==> config.mk <==
export PLATFORM = sky130hd
export DESIGN_NAME = if_fetch_unit
export DESIGN_NICKNAME = d
export VERILOG_FILES = /design/src/rtl/if_fetch_unit.sv
export SDC_FILE = /design/constraint.sdc
export NUM_CORES = 1
export LEC_CHECK = 0
export ABC_AREA = 1
export CORE_MARGIN = 8
export CORE_UTILIZATION = 55
export DETAILED_ROUTE_END_ITERATION = 7
export DONT_BUFFER_PORTS = 1
export GPL_TIMING_DRIVEN = 0
export PLACE_DENSITY = 0.7
export SYNTH_ARGS = -nofsm -noshare
export SYNTH_HDL_FRONTEND = slang
export SYNTH_SLANG_ARGS = --single-unit
==> constraint.sdc <==
create_clock -name Clk -period 9.54 [get_ports Clk]
set_input_delay 1.908 -clock Clk [delete_from_list [all_inputs] [get_ports Clk]]
set_output_delay 1.908 -clock Clk [all_outputs]
set_load 0.01 [all_outputs]
==> src/rtl/if_fetch_unit.sv <==
// SimpleRisc instruction-fetch stage: PC register, IMem handshake,
// one-entry skid buffer for Stall and branch squash of in-flight fetches.
module if_fetch_unit #(
  parameter logic [31:0] RESET_PC  = 32'h0000_0000,
  parameter int unsigned PC_STEP   = 4,
  parameter logic [31:0] NOP_INSTR = 32'h6800_0000
) (
  input  logic        Clk,
  input  logic        Reset,
  input  logic        Stall,
  input  logic        Branch_Taken,
  input  logic [31:0] Branch_PC,
  output logic        IMem_Req,
  output logic [31:0] IMem_Addr,
  input  logic        IMem_Ack,
  input  logic [31:0] IMem_Data,
  output logic [31:0] PC_Current,
  output logic [31:0] Instruction,
  output logic        Inst_Valid
);

  localparam logic [31:0] STEP = 32'(PC_STEP);

  typedef enum logic [1:0] {IDLE, REQ, HOLD, SQUASH} state_e;

  state_e      state_q;
  logic        req_q;
  logic [31:0] addr_q;
  logic [31:0] fetch_pc_q;
  logic [31:0] pc_q;
  logic [31:0] instr_q;
  logic        valid_q;
  logic [31:0] skid_pc_q;
  logic [31:0] skid_instr_q;

  logic        ack;
  logic [31:0] fetch_pc_d;

  // An Ack is only meaningful against an outstanding request.
  assign ack        = IMem_Ack & req_q;
  assign fetch_pc_d = fetch_pc_q + STEP;

  always_ff @(posedge Clk or posedge Reset) begin
    if (Reset) begin
      state_q      <= IDLE;
      req_q        <= 1'b0;
      addr_q       <= RESET_PC;
      fetch_pc_q   <= RESET_PC;
      pc_q         <= RESET_PC;
      instr_q      <= NOP_INSTR;
      valid_q      <= 1'b0;
      skid_pc_q    <= RESET_PC;
      skid_instr_q <= NOP_INSTR;
    end else begin
      if (!Stall) begin
        valid_q <= 1'b0;
        instr_q <= NOP_INSTR;
      end
      if (Branch_Taken) begin
        valid_q    <= 1'b0;
        instr_q    <= NOP_INSTR;
        fetch_pc_q <= Branch_PC;
        // An unanswered request must keep its address until Ack.
        if ((state_q == REQ || state_q == SQUASH) && !ack) begin
          state_q <= SQUASH;
        end else begin
          state_q <= REQ;
          req_q   <= 1'b1;
          addr_q  <= Branch_PC;
        end
      end else begin
        unique case (state_q)
          IDLE: begin
            state_q <= REQ;
            req_q   <= 1'b1;
            addr_q  <= fetch_pc_q;
          end
          REQ: begin
            if (ack) begin
              fetch_pc_q <= fetch_pc_d;
              addr_q     <= fetch_pc_d;
              if (!valid_q || !Stall) begin
                pc_q    <= fetch_pc_q;
                instr_q <= IMem_Data;
                valid_q <= 1'b1;
              end else begin
                skid_pc_q    <= fetch_pc_q;
                skid_instr_q <= IMem_Data;
                state_q      <= HOLD;
                req_q        <= 1'b0;
              end
            end
          end
          HOLD: begin
            if (!Stall) begin
              pc_q    <= skid_pc_q;
              instr_q <= skid_instr_q;
              valid_q <= 1'b1;
              state_q <= REQ;
              req_q   <= 1'b1;
            end
          end
          SQUASH: begin
            if (ack) begin
              state_q <= REQ;
              addr_q  <= fetch_pc_q;
            end
          end
        endcase
      end
    end
  end

  assign IMem_Req    = req_q;
  assign IMem_Addr   = addr_q;
  assign PC_Current  = pc_q;
  assign Instruction = instr_q;
  assign Inst_Valid  = valid_q;

endmodule
Word-level counts from Yosys, hierarchy flattened
Cells that the tools add are included.
- register bits after elaboration: 196
- input port bits: 69
- output and inout bits: 98
- logic and storage cells: 78
- add/sub/neg operators: 1
- eq/ne operators: 11
- mux-type cells: 36
- bitwise gates (word level): 3
- reduce and logical (&&, ||, !) cells: 18
- operators by type and width (cell ; count):
    $mux W32 ; 14
    $pmux W32 S2 ; 2
    $pmux W32 S3 ; 1
    $add A32 B3 Y32 const B ; 1
    $mux W2 ; 6
    $ne A3 B3 Y1 const B ; 4
    $reduce_and A4 Y1 ; 3
    $mux W1 ; 10
    $reduce_and A5 Y1 ; 2
    $pmux W2 S4 ; 1
    $reduce_bool A4 Y1 ; 2
    $ne A2 B2 Y1 const B ; 3
    $reduce_bool A2 Y1 ; 3
    $eq A2 B2 Y1 const B ; 2
    $logic_not A1 Y1 ; 3
    $pmux W1 S3 ; 1
    $eq A2 B1 Y1 const B ; 1
    $logic_not A2 Y1 ; 1
    $logic_or A1 B1 Y1 ; 2
    $ne A2 B1 Y1 const B ; 1
    $not A1 Y1 ; 2
    $pmux W1 S2 ; 1
    $reduce_and A2 Y1 ; 1
    $and A1 B1 Y1 ; 1
    $logic_and A1 B1 Y1 ; 1

Depth between registers and ports, before layout
- word-level depth: 6
- depth in mapped cells: 12
- depth with buffers taken out: 10

Worst setup path after synthesis
No wires, ideal clock.
- path type: in2reg
- start point: in Branch_Taken
- end point: reg addr_q[4] (netlist: IMem_Addr[4])
- library setup time: 121 ps
- arrival time: 2869 ps
- data required time: 9419 ps
- slack: 6550 ps
- stages on the path: 7
- buffers on the path: 2
- cell sequence: buf_2 > nor2_2 > nand2_1 > nand2_1 > inv_1 > buf_2 > o22a_1
- longest elaborated chain between the ends: 2
- elaborated cells between the ends (all ways): 6
- those cells by class: eq/ne (3); mux (1); reduce/logical (2)
- RTL lines (item ; line ; text):
    start: declaration ; 11 ; input logic Branch_Taken,
    $ne A3 B3 Y1 (no line), or another cell as far along ; -- ;
    $reduce_and A4 Y1 (no line) ; -- ;
    end signal: assignment ; 69 ; addr_q <= Branch_PC;
    end signal: assignment ; 76 ; addr_q <= fetch_pc_q;
    end signal: assignment ; 81 ; addr_q <= fetch_pc_d;
    end: declaration ; 28 ; logic [31:0] addr_q;
Parallel ways exist; a longest one is shown, timed or not.
A chain may end at the register's enable or synchronous reset.

Worst setup path in the final report
- start point: in Branch_Taken
- end point: reg fetch_pc_q[17]
- longest elaborated chain between the ends: 2
- elaborated cells between the ends (all ways): 4
- those cells by class: mux (1); reduce/logical (3)
- RTL lines (item ; line ; text):
    $reduce_bool A2 Y1 (no line) ; -- ;
    $reduce_and A2 Y1 (no line) ; -- ;
    end signal: assignment ; 62 ; fetch_pc_q <= Branch_PC;
    end signal: assignment ; 80 ; fetch_pc_q <= fetch_pc_d;
    end: declaration ; 29 ; logic [31:0] fetch_pc_q;
Parallel ways exist; a longest one is shown, timed or not.

==> impl_metrics.tcl <==
set metrics [dict create \
    outcome "finished, final reports clean" \
    diodes 0 \
    synth.avg_cell_area_um2 8.20 \
    power_density_mw_per_mm2 318 \
    tritoncts "built" \
    drt-total-wl_um 31000 \
    crit_path_cell_trace "buf_2 -> buf_1 -> clkbuf_1 -> nand2_1 -> o211ai_1" \
    gr-usage-met2_pct 44.8 \
    cp.required_ns 9.90 \
    synthCells 1201 \
    initial_core_util_pct 55.4 \
    synth_cell_types 44 \
    syn_area_mm2 0.00985 \
    min_path_type "reg2reg" \
    cts_setup_buffers 0 \
    clock_skew_ns 0.00977 \
    wl_per_cell_um 21.2 \
    worstSetupPathType "in2reg" \
    cts.htree.levels 4 \
    min_period_ns 3.13 \
    ant_nets 0 \
    synthArstFlopShare_pct 100 \
    die_x_um 150 \
    grt.met3_usage_pct 7.92 \
    synth.top_cell.area_share_pct 48.3 \
    vias 8728 \
    ctsResizeCount 0 \
    port_buffers 0 \
    worstPathBufferInverterCount 3 \
    ys_ff_latch 196 \
    grt_pass1_vias 8492 \
    antenna_found_initial 0 \
    crit_path_top_delay_cell "buf_1" \
    ys_seq_area_share_pct 49.9 \
    core_mm2 0.0178 \
    die_h_um 150 \
    insertion_delay_ns 0.44 \
    hold_buffers 0 \
    root_buffer "clkbuf_16" \
    leakagePower_uw 0.00492 \
    placementRows 49 \
    synth-main-ff-cell "dfrtp_1" \
    drt_iter0_drc 757 \
    numCtsBuffers 17 \
    maxSlewHeadroom_pct 45.7 \
    nets 1295 \
    fin_crit_sh_pct 32.8 \
    place_hpwl_um 22200 \
    critPathArrivalTime_ns 3.49 \
    met1_usage_pct 34.6 \
    synth_commonest_cells "299 x nand2_1, 190 x dfrtp_1, 135 x nor2_1" \
    yosys_warnings 0 \
    timing.hold.ws_ns 0.488 \
    vias_per_cell 5.97 \
    start_kind "primary input" \
    fmax_ghz 0.320 \
    ios 167 \
    dieArea_mm2 0.0225 \
    maxCapViolations 0 \
    drtPass1Iterations 6 \
    slew_violations 0 \
    clock-sinks 196 \
    grt_pass1_wl_um 48100 \
    yosysMostFrequentCell "nand2_1" \
    drive_above_1_share_pct 10.4 \
    syn_nets 1275 \
    slowest_delay_ns 0.56 \
    tightest_slew_ns 0.815 \
    drcViolationCount 0 \
    ys_top_cells_by_area "dfrtp_1 48%, nand2_1 11%, nor2_1 5.1%, nand3_1 4.2%, a21oi_1 3.7%" \
    final.setup.tns_ns 0 \
    clkTransAtPathRegs_ns 0.08 \
    grt_overflow_total 0 \
    cp-end-kind "flop" \
    clockBufferDepth 2 \
    critPathTopFamily "buffers and inverters" \
    syn_to_final_growth_pct 9.28 \
    path_max_fanout 10 \
    grt_max_degree 105 \
    synth-edff-count 0 \
    setup_viol 0 \
    busiest_layer "met2" \
    rsz0062_at_grt "false" \
    irDropWorstVdd_mv 0.173 \
    track_usage_pct 27.9 \
    yosysTopAreaCell "dfrtp_1" \
    gp_congestion 0.935 \
    hold_violations 0 \
]
where the power goes:
group	switching [µW]	leakage, µW	internal, µW
Clock	345	0.000290	394
Combinational	802	0.00223	412
Sequential	319	0.00240	1150
Total	1470	0.00492	1960
worst paths after layout:
path / start / endpoint / slack (ns) / cells after the start
worst max register to register: state_q[1] / IMem_Req / 7.30 / 8
worst max-delay path: Branch_Taken / fetch_pc_q[17] / 6.41 / 5
worst min register to register: skid_instr_q[7] / skid_instr_q[7] / 0.49 / 2
max in group asynchronous: Reset / state_q[1] / 7.18 / 2
worst min-delay path: skid_instr_q[7] / skid_instr_q[7] / 0.49 / 2
min in group asynchronous: Reset / PC_Current[20] / 1.38 / 1
cell families (layout without fill, tap and decap cells):
family                   after synthesis  count (layout)  share of synthesized area [%]
multiplexers                          16              16                           2.36
XOR/XNOR                              11              11                           1.05
AND/OR/NAND/NOR                      551             551                           23.2
flip-flops                           196             196                           49.9
adder cells (fa/ha/maj)                5               5                          0.635
buffers and inverters                166             199                           7.43
AO/OA/AOI/OAI                        256             256                           15.4
cells in the final DEF, fill, tap and decap left out, types with 14 or more instances in the layout:
cell type	count
a21oi_1	73
nand3_1	83
nor2_1	135
o21ai_0	36
mux2_4	14
nand2_1	299
clkbuf_16	17
inv_1	77
a31oi_1	53
o21ai_1	34
o211ai_1	15
clkbuf_1	29
buf_2	35
dfrtp_1	190
a221oi_1	16
tightest hold or removal path: stages (launching register included):
cell and delay, ns:
dfrtp_1 0.34, nand2_1 0.05, o21ai_0 0.06
through the flow:
step | area (µm²) | util (%) | setup WS [ns] | cells | power, µW
finish | 10800 | 60.6 | 6.41 | 1463 | 3420
global route | 10800 | 60.6 | 6.32 | 1463 | 3640
CTS | 10800 | 60.6 | 6.48 | 1463 | 3430
detailed placement | 10200 | 57.2 | 6.03 | 1431 | 2700
global placement | 10100 | 57.0 | 0.0375 | 1430 | 2650
floorplan | 9850 | - | 2.30 | 1201 | 2280
area by class of cell:
| type | count | area, µm² |
|---|---|---|
| multi-input cells | 839 | 4210 |
| well taps | 229 | 287 |
| clock inverters | 15 | 168 |
| clock buffers | 17 | 425 |
| inverters | 84 | 325 |
| fillers | 1622 | 7010 |
| repair buffers | 1 | 27.5 |
| flip-flops and latches | 196 | 4910 |
| plain buffers | 82 | 414 |
state kept, by name (all words and copies together), names as in the netlist:
register      flops
IMem_Addr        32
IMem_Req          1
Inst_Valid        1
Instruction      32
PC_Current       32
fetch_pc_q       32
skid_instr_q     32
skid_pc_q        32
state_q           2
layer usage:
layer	up-vias	share of wire [%]
met3	66	9.2
met1	4271	40
met5	-	0
met4	0	3.2
li1	4041	-
met2	350	48
No activity file was read; power rests on OpenSTA's default activity.
==> edit 1 (same settings) <==
Change the parameter `NOP_INSTR` from 32'h6800_0000 to 32'h4E000000.
--- a/src/rtl/if_fetch_unit.sv
+++ b/src/rtl/if_fetch_unit.sv
@@ -5,3 +5,3 @@
   parameter int unsigned PC_STEP   = 4,
-  parameter logic [31:0] NOP_INSTR = 32'h6800_0000
+  parameter logic [31:0] NOP_INSTR = 32'h4E000000
 ) (
Function: changed (a bounded check fails within 4 cycles, from zero or initial values and one cycle with Reset high).
==> edit 1 against the original RTL <==
Register-to-register slack lost 0.04 ns. Area after synthesis shrank 0.22%. Sequential cell count is the same. Cell area is essentially flat. Synthesized cell count shrank 1.8%. Setup slack lost 0.037 ns. Count of clock-buffer cells in the layout grew 5. Wire length shrank 4.0%. Total power grew 0.65%.
==> edit 1: results (changes against the original RTL) <==
| Metric | Value |
|---|---|
| IO buf count | 0 (unchanged) |
| Setup bufs post-CTS | 0 (unchanged) |
| Worst reg2reg path depth | 10 (was 8) |
| Overall Global Routing Usage | 26.83% (was 27.94%) |
| Vias in the first global route | 8361 (was 8492) |
| Maximum number of buffers from clock root to sink | 2 (unchanged) |
| N_diodes | 0 (unchanged) |
| Drt first pass iters | 5 (was 6) |
| Largest net degree at the start of global routing | 103 (was 105) |
| Final #Nets | 1273 (was 1295) |
| Crit-path max cell delay | 0.49 ns (was 0.56 ns) |
| Synth Area per Inst | 8.338 um2 (was 8.203 um2) |
| CP top delay family | buffers and inverters (unchanged) |
| Share of layout cells above drive strength 1 | 9.736% (was 10.37%) |
| Worst IR Drop VDD | 0.0001701 V (was 0.0001730 V) |
| Clk Latency, worst-skew pair | about 0.43 ns |
| Leakage power | 0.004922 uW (was 0.004924 uW) |
| Worst hold path cell count | 2 (unchanged) |
| Slew at the pin closest to its max-slew limit | 0.9199 ns (was 0.8147 ns) |
| Hold Path End | skid_pc_q[27] (was skid_instr_q[7]) |
| Post-synthesis async set-or-reset flop share | 100.0% (unchanged) |
| Worst reg-to-reg setup slack | 7.26 ns (was 7.30 ns) |
| Detail Placement HPWL | 21.36 mm (was 22.24 mm) |
| Root Driver | clkbuf_16 (unchanged) |
| DP Area | 10150 um2 (was 10170 um2) |
| Hold Startpoint | skid_pc_q[27] (was skid_instr_q[7]) |
| Total routed wirelength | 29.75 mm (was 30.98 mm) |
| Period utilization | 33.17% (was 32.79%) |
| Synth warnings | 0 (unchanged) |
| Main area contributors after synthesis | dfrtp_1, nand2_1, nor2_1 (unchanged) |
| Synthesized Nets | 1253 (was 1275) |
| Top FF cell, synth | dfrtp_1 (unchanged) |
| CTS H-tree depth | 4 (unchanged) |
| Fill cells | 1607 (was 1622) |
| Vias per cell | 5.888 (was 5.966) |
| Post-CTS sizing | 0 (unchanged) |
| Final Wtd Congestion | 0.9411 (was 0.9354) |
| Unique masters post-synth | 42 (was 44) |
| Worst-path clk slew | 0.07 ns |
| HP Class | reg2reg (unchanged) |
| Pre-CTS worst setup slack | 5.938 ns (was 6.026 ns) |
| Synth top cells by count | nand2_1, dfrtp_1, nor2_1 (unchanged) |
| CP max FO | 10 (unchanged) |
| Worst path slowest cell | clkbuf_1 (was buf_1) |
| Worst flop-to-flop path endpoint | skid_pc_q[22] (was IMem_Req) |
| CTS Buf Count | 17 (unchanged) |
| Clk_skew | 0.01038 ns (was 0.009771 ns) |
| DRT iter0 DRCs | 885 (was 757) |
| Post-synthesis sequential area ratio | 49.99% (was 49.86%) |
| Crit path DAT | 3.45 ns (was 3.49 ns) |
| Antenna violations before repair | 0 (unchanged) |
| Global-route wire length before repair | 46.71 mm (was 48.05 mm) |
| Status | finished, final reports clean (unchanged) |
| Cell Count, Final, Fillers Out | 1441 (was 1463) |
[edit 1: changes by cell type in the layout (fill, tap and decap cells not counted), moves of 4 or more]
cell	unedited run	this run
xor2_1	10	14
o21ai_1	34	5
o21ai_0	36	62
nor2_2	6	2
mux2_4	14	20
nand2_1	299	288
clkbuf_1	29	39
inv_1	77	70
buf_2	35	21
[edit 1: final cells by class]
| class | count | area, um2 | share of cell area [%] |
|---|---|---|---|
| flip-flops and latches | 196 | 4915 | 45.63 |
| multi-input cells | 827 | 4227 | 39.24 |
| clock buffers | 22 | 474.2 | 4.402 |
| plain buffers | 76 | 387.9 | 3.601 |
| inverters | 80 | 309.0 | 2.869 |
| well taps | 229 | 286.5 | 2.660 |
| clock inverters | 10 | 145.1 | 1.347 |
| repair buffers | 1 | 27.53 | 0.2555 |
[edit 1: worst min-delay path: stages (launching register included)]
cell and delay [ns]:
dfrtp_1 0.35, nand2_1 0.05, o21ai_0 0.05
[edit 1: stage by stage]
stage	hold slack [ns]	util, %
6_report	0.4873	60.58
5_1_grt	0.5059	60.58
4_1_cts	0.4895	60.58
3_5_place_dp	0.4727	57.10
3_3_place_gp	0.4606	56.90
2_1_floorplan	0.4462	-
[edit 1: logic make-up after synthesis]
family	Yosys count	synth area share, %
AO/OA/AOI/OAI	252	15.35
XOR/XNOR	14	1.247
adder cells (fa/ha/maj)	5	0.6364
buffers and inverters	156	7.013
flip-flops	196	49.99
multiplexers	20	3.055
AND/OR/NAND/NOR	536	22.71
[edit 1: report_power, final]
part	leakage (uW)	internal (uW)	switching [uW]
clock	0.000303	437	319
combinational	0.00222	421	785
sequential	0.00240	1160	329
total	0.00492	2010	1430
[edit 1: worst max-delay path by stage]
| stage | startpoint | endpoint | depth (start not counted) |
|---|---|---|---|
| 3_3_place_gp | Reset | PC_Current[21] | 1 |
| 6_report | Branch_Taken | skid_pc_q[22] | 7 |
| 2_1_floorplan | Reset | IMem_Addr[0] | 1 |
| 3_5_place_dp | Branch_Taken | skid_pc_q[22] | 7 |
| 5_1_grt | Branch_Taken | skid_pc_q[9] | 8 |
| 4_1_cts | Branch_Taken | skid_pc_q[22] | 7 |
[edit 1: routing by layer]
layer,track usage (%),wire [um],up-vias
met2,42.16,13550,408
li1,-,-,3975
met3,8.648,3377,61
met4,9.445,686,0
met1,34.28,12130,4040
met5,0,0,-
==> edit 2 (config.mk and constraints unchanged) <==
Without the edit above. Encoding of `state_e`: now Gray code (2 bits for 4 states).
--- a/src/rtl/if_fetch_unit.sv
+++ b/src/rtl/if_fetch_unit.sv
@@ -23,3 +23,3 @@
 
-  typedef enum logic [1:0] {IDLE, REQ, HOLD, SQUASH} state_e;
+  typedef enum logic [1:0] {IDLE = 2'b00, REQ = 2'b01, HOLD = 2'b11, SQUASH = 2'b10} state_e;
 
Behaviour: same outputs for any inputs over 4 cycles, from zero or initial values and one cycle with Reset high; so few cycles prove little.
==> edit 2 against the original RTL <==
Sequential cell count unchanged. Via count decreased by 5.6%. Total power decreased by 6.8%. Cell area decreased by 3.7%. Setup slack improved by 0.093 ns. Wire length decreased by 11%. Hold slack got worse by 0.0080 ns. Sequential share of layout area increased by 1.8 points. Area after synthesis decreased by 3.5%. Critical path type unchanged. Highest routed layer is now met5.
==> edit 2: results (changes against the original RTL) <==
| Metric | Value |
|---|---|
| DP Area | 9822 um2 (was 10170 um2) |
| Vias in the first global route | 7896 (was 8492) |
| Met2 track utilization from global routing | 39.22% (was 44.84%) |
| Synth Area per Inst | 7.875 um2 (was 8.203 um2) |
| Routed length per instance | 18.83 um (was 21.18 um) |
| Worst path slowest cell | nor2_4 (was buf_1) |
| HP Class | reg2reg (unchanged) |
| Switching Share | 41.94% (was 42.80%) |
| P per Cell Area | 307.7 nW/um2 (was 318.1 nW/um2) |
| WL met3 | 2.689 mm (was 2.858 mm) |
| Worst reg-to-reg setup slack | 7.24 ns (was 7.30 ns) |
| Worst IR Drop VDD | 0.0001651 V (was 0.0001730 V) |
| Final Slew Violations | 0 (unchanged) |
| Post-synthesis sequential area ratio | 51.68% (was 49.86%) |
| Drt first pass iters | 7 (was 6) |
| Worst-path clk slew | ~0.07 ns |
| M1 GR Usage | 33.32% (was 34.58%) |
| Synth top cells by count | nand2_1, dfrtp_1, o21ai_0 (was nand2_1, dfrtp_1, nor2_1) |
| Antenna violations before repair | 2 (was 0) |
| Final Wtd Congestion | 0.9228 (was 0.9354) |
| DRT iter0 DRCs | 710 (was 757) |
| Worst flop-to-flop path endpoint | PC_Current[5] (was IMem_Req) |
| CTS Buf Count | 17 (unchanged) |
| Status | finished, final reports clean (unchanged) |
| Pre-CTS worst setup slack | 6.082 ns (was 6.026 ns) |
| Clk_skew | 0.008811 ns (was 0.009771 ns) |
| Unique masters post-synth | 34 (was 44) |
| Met1 wire length | 11.57 mm (was 12.29 mm) |
| Clk network pwr share | 21.6% (about the same) |
| Leakage power | 0.005022 uW (was 0.004924 uW) |
| Fill cells | 1567 (was 1622) |
| Main area contributors after synthesis | dfrtp_1, nand2_1, o21ai_0 (was dfrtp_1, nand2_1, nor2_1) |
| CP top delay family | simple AND/OR/NAND/NOR gates (was buffers and inverters) |
| Met3 Resource Use GR | 8.315% (was 7.923%) |
| Global-route wire length before repair | 43.53 mm (was 48.05 mm) |
| Crit-path max cell delay | 0.35 ns (was 0.56 ns) |
| Total routed wirelength | 27.55 mm (was 30.98 mm) |
| Vias per cell | 5.633 (was 5.966) |
| Combinational power | 1050 uW (was 1210 uW) |
| Final Critical Period | 3.034 ns (was 3.128 ns) |
| Top Layer Used | met5 (was met4) |
| DP Cell Count | 1433 (was 1431) |
| Largest net degree at the start of global routing | 124 (was 105) |
| Detail Placement HPWL | 19.79 mm (was 22.24 mm) |
| Crit path launch | IMem_Ack (was Branch_Taken) |
| Share of layout cells above drive strength 1 | 7.027% (was 10.37%) |
| Worst reg2reg path depth | 10 (was 8) |
| Final #Nets | 1301 (was 1295) |
| Overall Global Routing Usage | 25.49% (was 27.94%) |
| Crit path DAT | 3.34 ns (was 3.49 ns) |
==> edit 2: changes by cell type in the layout (fill, tap and decap cells not counted), sizes merged, moves of 13 or more <==
cell / unedited run / this run
nand2: 307 / 366
buf: 52 / 29
nor2: 145 / 126
inv: 91 / 117
nand3: 83 / 44
a221oi: 16 / 0
o21ai: 71 / 154
o211ai: 15 / 41
a31oi: 53 / 7
mux2: 16 / 3
a21oi: 73 / 58
==> edit 2: how the worst min path moves through the flow <==
stage | end | slack, ns | cells past startpoint
4_1_cts | skid_pc_q[6] | 0.49 | 2
2_1_floorplan | skid_pc_q[0] | 0.45 | 2
6_report | skid_pc_q[10] | 0.48 | 2
3_3_place_gp | skid_pc_q[8] | 0.46 | 2
5_1_grt | skid_pc_q[7] | 0.50 | 2
3_5_place_dp | skid_pc_q[10] | 0.47 | 2
==> edit 2: cell families (layout without fill, tap and decap cells) <==
| kind of cell | Yosys count | in the layout | share of synthesized area [%] |
|---|---|---|---|
| compound gates | 272 | 272 | 15.85 |
| xor+xnor | 13 | 13 | 1.198 |
| fa+ha+maj | 5 | 5 | 0.6582 |
| buf+inv | 175 | 206 | 7.424 |
| flops | 196 | 196 | 51.68 |
| mux | 3 | 3 | 0.3554 |
| simple gates | 543 | 543 | 22.84 |
==> edit 2: layout make-up <==
| class | count | area [um2] | area share [%] |
|---|---|---|---|
| Timing Repair Buffer | 1 | 27.53 | 0.2655 |
| Tap cell | 225 | 281.5 | 2.715 |
| Clock buffer | 19 | 442.9 | 4.272 |
| Multi-Input combinational cell | 836 | 3887 | 37.49 |
| Inverter | 116 | 442.9 | 4.272 |
| Clock inverter | 11 | 103.9 | 1.002 |
| Buffer | 59 | 270.3 | 2.606 |
| Sequential cell | 196 | 4912 | 47.38 |
